[config.mk]
export PLATFORM = sky130hd
export DESIGN_NAME = csr_trap_ctrl_flat
export DESIGN_NICKNAME = d
export VERILOG_FILES = /design/src/rtl/csr_trap_ctrl_if.sv /design/src/rtl/csr_trap_ctrl.sv /design/src/flat_wrapper.sv
export SDC_FILE = /design/constraint.sdc
export NUM_CORES = 1
export LEC_CHECK = 0
export BUFFER_PORTS_ARGS = -buffer_cell sky130_fd_sc_hd__buf_2
export CAP_MARGIN = 25
export CORE_AREA = 2 2 116 118
export DETAILED_ROUTE_END_ITERATION = 16
export DIE_AREA = 0 0 118 120
export PLACE_DENSITY = 0.7
export SLEW_MARGIN = 25
export SYNTH_ARGS = -nofsm -noshare
export SYNTH_HDL_FRONTEND = slang
export SYNTH_SLANG_ARGS = --single-unit
[constraint.sdc]
create_clock -name clk -period 4.13 [get_ports clk]
set_input_delay 1.0325 -clock clk [delete_from_list [all_inputs] [get_ports clk]]
set_output_delay 1.0325 -clock clk [all_outputs]
set_load 0.02 [all_outputs]
[src/rtl/csr_trap_ctrl_if.sv]
// csr_trap_ctrl_if: pipeline, CSR-tap and CSR-write-port signals of the trap sequencer
interface csr_trap_ctrl_if;
  logic        irq_timer_i;
  logic        irq_ext_i;
  logic        instr_valid_i;
  logic [31:0] pc_i;
  logic        mret_i;
  logic [31:0] mstatus_i;
  logic [31:0] mie_i;
  logic [31:0] mtvec_i;
  logic [31:0] mepc_i;
  logic [31:0] mip_o;
  logic        csr_wr_o;
  logic [31:0] csr_waddr_o;
  logic [31:0] csr_wdata_o;
  logic        stall_o;
  logic        flush_o;
  logic        redirect_o;
  logic [31:0] redirect_pc_o;
  modport master (
    output irq_timer_i, irq_ext_i, instr_valid_i, pc_i, mret_i, mstatus_i, mie_i, mtvec_i, mepc_i,
    input  mip_o, csr_wr_o, csr_waddr_o, csr_wdata_o, stall_o, flush_o, redirect_o, redirect_pc_o
  );
  modport slave (
    input  irq_timer_i, irq_ext_i, instr_valid_i, pc_i, mret_i, mstatus_i, mie_i, mtvec_i, mepc_i,
    output mip_o, csr_wr_o, csr_waddr_o, csr_wdata_o, stall_o, flush_o, redirect_o, redirect_pc_o
  );
endinterface

[src/rtl/csr_trap_ctrl.sv]
// csr_trap_ctrl: machine-mode interrupt/mret sequencer driving the CSR file write port
module csr_trap_ctrl #(
  parameter int SYNC_STAGES = 2,
  parameter bit VECTORED_EN = 1'b1
) (
  input logic           clk,
  input logic           rst,
  csr_trap_ctrl_if.slave bus
);
  typedef enum logic [2:0] {IDLE, SAVE_EPC, SAVE_CAUSE, SAVE_STATUS, MRET_STATUS, REDIRECT} state_e;
  state_e                 state_q, state_d;
  logic [SYNC_STAGES-1:0] tim_sync_q, ext_sync_q;
  logic                   mip_tim_q, mip_ext_q;
  logic [31:0]            epc_q, epc_d, target_q, target_d;
  logic [4:0]             cause_q, cause_d;
  logic                   mret_q, mret_d;
  logic                   pend_ext, pend_tim, take_irq, take_mret;
  logic [4:0]             irq_cause;
  logic [31:0]            base, irq_target;
  always_ff @(posedge clk or posedge rst) begin
    if (rst) begin
      tim_sync_q <= '0;
      ext_sync_q <= '0;
      mip_tim_q  <= 1'b0;
      mip_ext_q  <= 1'b0;
    end else begin
      tim_sync_q[0] <= bus.irq_timer_i;
      ext_sync_q[0] <= bus.irq_ext_i;
      for (int i = 1; i < SYNC_STAGES; i++) begin
        tim_sync_q[i] <= tim_sync_q[i-1];
        ext_sync_q[i] <= ext_sync_q[i-1];
      end
      mip_tim_q <= tim_sync_q[SYNC_STAGES-1];
      mip_ext_q <= ext_sync_q[SYNC_STAGES-1];
    end
  end
  assign bus.mip_o = {20'b0, mip_ext_q, 3'b0, mip_tim_q, 7'b0};
  assign pend_ext  = mip_ext_q & bus.mie_i[11];
  assign pend_tim  = mip_tim_q & bus.mie_i[7];
  assign take_irq  = (state_q == IDLE) & bus.instr_valid_i & bus.mstatus_i[3] & (pend_ext | pend_tim);
  assign take_mret = (state_q == IDLE) & bus.instr_valid_i & bus.mret_i & ~take_irq;
  assign irq_cause = pend_ext ? 5'd11 : 5'd7;
  assign base      = {bus.mtvec_i[31:2], 2'b00};
  // Mode 2'b1x is reserved and falls back to direct.
  assign irq_target = (VECTORED_EN && bus.mtvec_i[1:0] == 2'b01) ? base + {25'b0, irq_cause, 2'b00} : base;
  assign bus.flush_o = take_irq | take_mret;
  assign bus.stall_o = state_q != IDLE;
  always_ff @(posedge clk or posedge rst) begin
    if (rst) begin
      state_q  <= IDLE;
      epc_q    <= '0;
      target_q <= '0;
      cause_q  <= '0;
      mret_q   <= 1'b0;
    end else begin
      state_q  <= state_d;
      epc_q    <= epc_d;
      target_q <= target_d;
      cause_q  <= cause_d;
      mret_q   <= mret_d;
    end
  end
  always_comb begin
    state_d           = state_q;
    epc_d             = epc_q;
    target_d          = target_q;
    cause_d           = cause_q;
    mret_d            = mret_q;
    bus.csr_wr_o      = 1'b0;
    bus.csr_waddr_o   = '0;
    bus.csr_wdata_o   = '0;
    bus.redirect_o    = 1'b0;
    bus.redirect_pc_o = '0;
    unique case (state_q)
      IDLE: begin
        if (take_irq) begin
          state_d  = SAVE_EPC;
          epc_d    = bus.pc_i;
          cause_d  = irq_cause;
          target_d = irq_target;
          mret_d   = 1'b0;
        end else if (take_mret) begin
          state_d = MRET_STATUS;
          mret_d  = 1'b1;
        end
      end
      SAVE_EPC: begin
        state_d         = SAVE_CAUSE;
        bus.csr_wr_o    = 1'b1;
        bus.csr_waddr_o = 32'h341;
        bus.csr_wdata_o = {epc_q[31:2], 2'b00};
      end
      SAVE_CAUSE: begin
        state_d         = SAVE_STATUS;
        bus.csr_wr_o    = 1'b1;
        bus.csr_waddr_o = 32'h342;
        bus.csr_wdata_o = {1'b1, 26'b0, cause_q};
      end
      SAVE_STATUS: begin
        state_d         = REDIRECT;
        bus.csr_wr_o    = 1'b1;
        bus.csr_waddr_o = 32'h300;
        bus.csr_wdata_o = bus.mstatus_i;
        bus.csr_wdata_o[7]     = bus.mstatus_i[3];
        bus.csr_wdata_o[3]     = 1'b0;
        bus.csr_wdata_o[12:11] = 2'b11;
      end
      MRET_STATUS: begin
        state_d         = REDIRECT;
        bus.csr_wr_o    = 1'b1;
        bus.csr_waddr_o = 32'h300;
        bus.csr_wdata_o = bus.mstatus_i;
        bus.csr_wdata_o[3]     = bus.mstatus_i[7];
        bus.csr_wdata_o[7]     = 1'b1;
        bus.csr_wdata_o[12:11] = 2'b11;
      end
      REDIRECT: begin
        state_d           = IDLE;
        bus.redirect_o    = 1'b1;
        bus.redirect_pc_o = mret_q ? {bus.mepc_i[31:2], 2'b00} : target_q;
      end
      default: state_d = IDLE;
    endcase
  end
endmodule

[src/flat_wrapper.sv]
// flat-port wrapper written by rule: the top's interface ports become plain ports
module csr_trap_ctrl_flat 
#(
  parameter int SYNC_STAGES = 2,
  parameter bit VECTORED_EN = 1'b1
)
  (clk, rst, bus_irq_timer_i, bus_irq_ext_i, bus_instr_valid_i, bus_pc_i, bus_mret_i, bus_mstatus_i, bus_mie_i, bus_mtvec_i, bus_mepc_i, bus_mip_o, bus_csr_wr_o, bus_csr_waddr_o, bus_csr_wdata_o, bus_stall_o, bus_flush_o, bus_redirect_o, bus_redirect_pc_o);
  csr_trap_ctrl_if bus_i ();
  input logic clk;
  input logic rst;
  input wire logic [$bits(bus_i.irq_timer_i)-1:0] bus_irq_timer_i;
  input wire logic [$bits(bus_i.irq_ext_i)-1:0] bus_irq_ext_i;
  input wire logic [$bits(bus_i.instr_valid_i)-1:0] bus_instr_valid_i;
  input wire logic [$bits(bus_i.pc_i)-1:0] bus_pc_i;
  input wire logic [$bits(bus_i.mret_i)-1:0] bus_mret_i;
  input wire logic [$bits(bus_i.mstatus_i)-1:0] bus_mstatus_i;
  input wire logic [$bits(bus_i.mie_i)-1:0] bus_mie_i;
  input wire logic [$bits(bus_i.mtvec_i)-1:0] bus_mtvec_i;
  input wire logic [$bits(bus_i.mepc_i)-1:0] bus_mepc_i;
  output wire logic [$bits(bus_i.mip_o)-1:0] bus_mip_o;
  output wire logic [$bits(bus_i.csr_wr_o)-1:0] bus_csr_wr_o;
  output wire logic [$bits(bus_i.csr_waddr_o)-1:0] bus_csr_waddr_o;
  output wire logic [$bits(bus_i.csr_wdata_o)-1:0] bus_csr_wdata_o;
  output wire logic [$bits(bus_i.stall_o)-1:0] bus_stall_o;
  output wire logic [$bits(bus_i.flush_o)-1:0] bus_flush_o;
  output wire logic [$bits(bus_i.redirect_o)-1:0] bus_redirect_o;
  output wire logic [$bits(bus_i.redirect_pc_o)-1:0] bus_redirect_pc_o;
  assign bus_i.irq_timer_i = bus_irq_timer_i;
  assign bus_i.irq_ext_i = bus_irq_ext_i;
  assign bus_i.instr_valid_i = bus_instr_valid_i;
  assign bus_i.pc_i = bus_pc_i;
  assign bus_i.mret_i = bus_mret_i;
  assign bus_i.mstatus_i = bus_mstatus_i;
  assign bus_i.mie_i = bus_mie_i;
  assign bus_i.mtvec_i = bus_mtvec_i;
  assign bus_i.mepc_i = bus_mepc_i;
  assign bus_mip_o = bus_i.mip_o;
  assign bus_csr_wr_o = bus_i.csr_wr_o;
  assign bus_csr_waddr_o = bus_i.csr_waddr_o;
  assign bus_csr_wdata_o = bus_i.csr_wdata_o;
  assign bus_stall_o = bus_i.stall_o;
  assign bus_flush_o = bus_i.flush_o;
  assign bus_redirect_o = bus_i.redirect_o;
  assign bus_redirect_pc_o = bus_i.redirect_pc_o;
  csr_trap_ctrl #(.SYNC_STAGES(SYNC_STAGES), .VECTORED_EN(VECTORED_EN)) u_core (.clk(clk), .rst(rst), .bus(bus_i));
endmodule
After elaboration in Yosys (flattened, before gate mapping)

Cells that the tools add are included.

Input port bits: 166
Output and inout bits: 132
Logic and storage cells: 47
Register bits after elaboration: 79

Eq/ne operators: 7
Bitwise operators: 10
Add/subtract/negate cells: 1
Muxes and demuxes: 13
Reductions and logical operators: 7

Operators by type and width:

| kind                                                                  | count |
|---|---|
| 32-bit case mux with 4 select lines                                   | 1 |
| 32-bit 2-to-1 mux                                                     | 3 |
| 32-bit by 7-bit adder with 32-bit output                              | 1 |
| 10-bit case mux with 3 select lines                                   | 1 |
| 3-bit case mux with 4 select lines                                    | 1 |
| 1-bit AND                                                             | 7 |
| 3-bit by 2-bit equality test with 1-bit output, second input constant | 2 |
| 3-bit equality test, second input constant                            | 2 |
| 3-bit 2-to-1 mux                                                      | 2 |
| 1-bit 2-to-1 mux                                                      | 4 |
| 4-bit 2-to-1 mux                                                      | 1 |
| 2-bit AND reduction                                                   | 2 |
| 4-bit OR reduction                                                    | 1 |
| 3-bit by 1-bit equality test with 1-bit output, second input constant | 1 |
| 3-bit logical NOT                                                     | 1 |
| 3-bit by 1-bit != test with 1-bit output, second input constant       | 1 |
| 3-bit nonzero test                                                    | 1 |
| 2-bit by 1-bit equality test with 1-bit output, second input constant | 1 |
| 1-bit OR                                                              | 2 |
| 2-bit nonzero test                                                    | 1 |
| 2-bit OR reduction                                                    | 1 |
| 1-bit inverter                                                        | 1 |

Depth between registers and ports, before layout

Depth after elaboration: 9
Gate-level depth with buffers: 8
Gate-level depth less buffers: 7

Worst setup path after synthesis

No wires, ideal clock.

Kind: input to output
From: input bus_instr_valid_i
To: output bus_flush_o
Buffers on the path: 2
Stages on the path: 5
Required time: 3.098 ns
Arrival: 2.181 ns
Slack: 0.916 ns
Cells stage by stage: nand4b_1 a21o_1 clkbuf_1 clkbuf_1 o21ai_0

Cells in the longest elaborated chain, start to end: 6
Elaborated cells on any way between the ends: 7
Classes of those cells: bitwise: 7

RTL lines:

| item                    | RTL line                                 | source |
|---|---|---|
| start, declared         | flat_wrapper.sv:13                       | `input wire logic [$bits(bus_i.instr_valid_i)-1:0] bus_instr_valid_i;` |
| 1-bit AND (*)           | csr_trap_ctrl.sv:40, csr_trap_ctrl.sv:41 |  |
| 1-bit AND (2 in series) | csr_trap_ctrl.sv:40                      | `assign take_irq = (state_q == IDLE) & bus.instr_valid_i & bus.mstatus_i[3] & (pend_ext \| pend_tim);` |
| 1-bit inverter          | csr_trap_ctrl.sv:41                      | `assign take_mret = (state_q == IDLE) & bus.instr_valid_i & bus.mret_i & ~take_irq;` |
| 1-bit AND               | csr_trap_ctrl.sv:41                      |  |
| 1-bit OR (*)            | csr_trap_ctrl.sv:46                      | `assign bus.flush_o = take_irq \| take_mret;` |
| end, declared           | flat_wrapper.sv:25                       | `output wire logic [$bits(bus_i.flush_o)-1:0] bus_flush_o;` |

Every way passes the cells marked *; elsewhere a longest branch is shown, timed or not.

Worst setup path in the final report

From: register u_core.state_q[0]
To: output bus_csr_waddr_o[8]

Cells in the longest elaborated chain, start to end: 3
Elaborated cells on any way between the ends: 6
Classes of those cells: eq/ne: 4; mux: 1; reduce/logical: 1

RTL lines:

| item                                                                                  | RTL line            | source |
|---|---|---|
| start, declared                                                                       | csr_trap_ctrl.sv:11 | `state_e state_q, state_d;` |
| start signal, assigned                                                                | csr_trap_ctrl.sv:56 | `state_q <= state_d;` |
| 3-bit by 2-bit equality test with 1-bit output or 3-bit equality test (tied branches) | csr_trap_ctrl.sv:74 | `unique case (state_q)` |
| 2-bit OR reduction (no source line)                                                   | n/a                 |  |
| 10-bit case mux with 3 select lines (*)                                               | csr_trap_ctrl.sv:74 |  |
| end, declared                                                                         | flat_wrapper.sv:22  | `output wire logic [$bits(bus_i.csr_waddr_o)-1:0] bus_csr_waddr_o;` |

Marked as above.

==> impl_metrics.toml <==
[run_status]
status = "finished, final reports clean"

[global_routing]
use_met2_pct = 28.2
grt_pass1_wl_um = 19900
grt_pass1_vias = 3874
grt_overflow = 0
met3_usage_pct = 2.99
grt_start_max_net_pins = 86
gr-max-usage-layer = "met2"
grtUsageMet1_pct = 24.0
grt_use_total_pct = 17.8
antenna_found_initial = 0

[die]
start_util_pct = 36.2
die_y_um = 120
die_x_um = 118
die_area_mm2 = 0.0142
core_area_mm2 = 0.0130
rows = 42
ioPinCount = 298

[critical_path]
path_buf_inv = 2
start_kind = "register"
path_depth = 6
worstPathRequired_ns = 3.10
path_max_fanout = 29
crit_path_top_delay_cell = "dfrtp_1"
crit_path_end_kind = "output pin"
path_common_cell = "or2_2"
cp_cell_sequence = "nor2b_1, nor2b_2, buf_4, or2_2, or2_2, buf_2"
crit_family = "simple AND/OR/NAND/NOR gates"
cp.arrival_ns = 2.24
max_stage_delay_ns = 0.49
reg2reg_depth = 6
critical_path_class = "reg2out"

[clock_network]
clk_pin_slew_ns = 0.06
cts_buffers = 9
cts_resized = 0
cts_sinks = 73
post_cts_buffers = 0
clock_latency_ns = 0.34
cts_tree = "yes"
max-clock-path-buffers = 2
hold_buffers = 0
htree_levels = 3
cts_root_buf = "clkbuf_16"

[power_and_ir_drop]
power_density_mw_per_mm2 = 626
leakage_uw = 0.00322
peakVddDrop_mv = 0.288

[timing]
final.setup.tns_ns = 0
fin_crit_sh_pct = 79.1
fmax_mhz = 306
slew_violations = 0
fin_ws_ns = 0.861
setup_violations = 0
finalHoldViolations = 0
skew_ns = 0.00691
slew_headroom_pct = 37.1
worst_pin_slew_ns = 0.941
finalCriticalPeriod_ns = 3.27
rsz0062_at_grt = "false"

[yosys]
ys_top_cells_by_area = "dfrtp_1 (39%), nand2_1 (11%), buf_4 (10%), mux2i_1 (6.4%), a22o_1 (4.8%)"
synth_top_area_share_pct = 38.9
async_flop_share_pct = 100
ys_warn_count = 0
synthFlopType = "dfrtp_1"
synth_cell_types = 52
yosys.area.top_type = "dfrtp_1"
synth_enable_flop_cells = 0
ys_ff_latch = 73
synth_common_cells = "nand2_1 (134), dfrtp_1 (73), buf_4 (63), nor2_1 (40), o21ai_0 (33)"
syn-instance-count = 561
avgSynthCellArea_um2 = 8.37
synth_area_mm2 = 0.00470
synth.yosys.seq_area_share_pct = 38.9
synth_most_common_cell = "nand2_1"

[placement]
dp.cells = 907
port_buffers = 202
post-place-ws_ns = 1.02
gp_congestion = 0.825
hpwl_um = 9560

[route]
drt_wl_total_um = 12700
first_pass_iters = 6
drt_iter0_drc = 181
vias = 4263
wl_per_cell_um = 13.7
vias_per_cell = 4.62
ant_nets = 0
drc = 0

[min_path]
hold_class = "reg2reg"
hold_depth = 0

[finish]
post-route-util_pct = 45.8
fin_cells = 923
num_antenna_cells = 0
nets = 909
area_growth_pct = 26.5
layout-drive-gt1-share_pct = 32.3

[job]
max_cap_viol_count = 0
[through the flow]
stage | cell area [um^2] | hold slack [ns] | power [uW]
after global routing | 5940 | 0.359 | 3990
after global placement | 5600 | 0.332 | 2860
after detailed placement | 5610 | 0.336 | 2890
final | 5940 | 0.345 | 3720
after CTS | 5940 | 0.350 | 3770
after floorplan | 4910 | 0.331 | 2450
[registers in the layout, summed over array words and instances, names as in the netlist]
register and cells:
u_core.target_q 30, u_core.tim_sync_q 2, u_core.mret_q 1, u_core.cause_q 3, u_core.mip_tim_q 1, u_core.epc_q 30
u_core.state_q 3, u_core.ext_sync_q 2, u_core.mip_ext_q 1
[logic make-up after synthesis]
family	after synthesis	synth area share [%]
AO/OA/AOI/OAI	87	12.6
flip-flops	73	38.9
other	1	0.0798
XOR/XNOR	26	4.85
adder cells (fa/ha/maj)	1	0.266
AND/OR/NAND/NOR	239	23.1
buffers and inverters	103	13.5
multiplexers	31	6.63
[layout by cell type, fill, tap and decap left out, types with 3 or more instances in the layout]
cell type	count
a21oi_1	4
a22o_1	26
a31oi_1	5
and3_1	5
and4_1	4
buf_2	202
buf_4	7
clkbuf_16	9
conb_1	59
dfrtp_1	72
inv_1	5
mux2i_1	30
nand2_1	133
nand2b_1	3
nand3_1	13
nand4_1	6
nor2_1	40
nor2b_1	5
nor3_1	5
nor4_1	4
o21ai_0	33
or2_2	4
or3_1	5
or4_1	3
xnor2_1	14
xor2_1	12
[final cells by class]
class	instances	area [um^2]
Clock buffer	11	253
Inverter	6	27.5
Multi-Input combinational cell	443	2470
Fill cell	1321	7040
Clock inverter	5	77.6
Sequential cell	73	1830
Timing Repair Buffer	209	1060
Tap cell	176	220
[final timing paths]
| kind | start | endpoint | slack [ns] |
|---|---|---|---|
| worst min register to register | u_core.ext_sync_q[0] | u_core.ext_sync_q[1] | 0.35 |
| worst max register to register | u_core.state_q[1] | u_core.target_q[24] | 1.59 |
| worst min-delay path | u_core.ext_sync_q[0] | u_core.ext_sync_q[1] | 0.35 |
| worst max-delay path | u_core.state_q[0] | bus_csr_waddr_o[8] | 0.86 |
| min in group asynchronous | rst | u_core.epc_q[10] | 0.73 |
| max in group asynchronous | rst | u_core.target_q[27] | 2.75 |
[per-layer routing]
| layer | share of wire [%] | up-vias |
|---|---|---|
| li1 | - | 2140 |
| met1 | 44 | 1982 |
| met2 | 48 | 125 |
| met3 | 5.2 | 16 |
| met4 | 2.2 | 0 |
| met5 | 0 | - |
[where the power goes]
group	internal, uW	switching [uW]
combinational	628	903
sequential	1040	292
clock	559	301
Note: power is estimated with default switching activity, not from simulation.
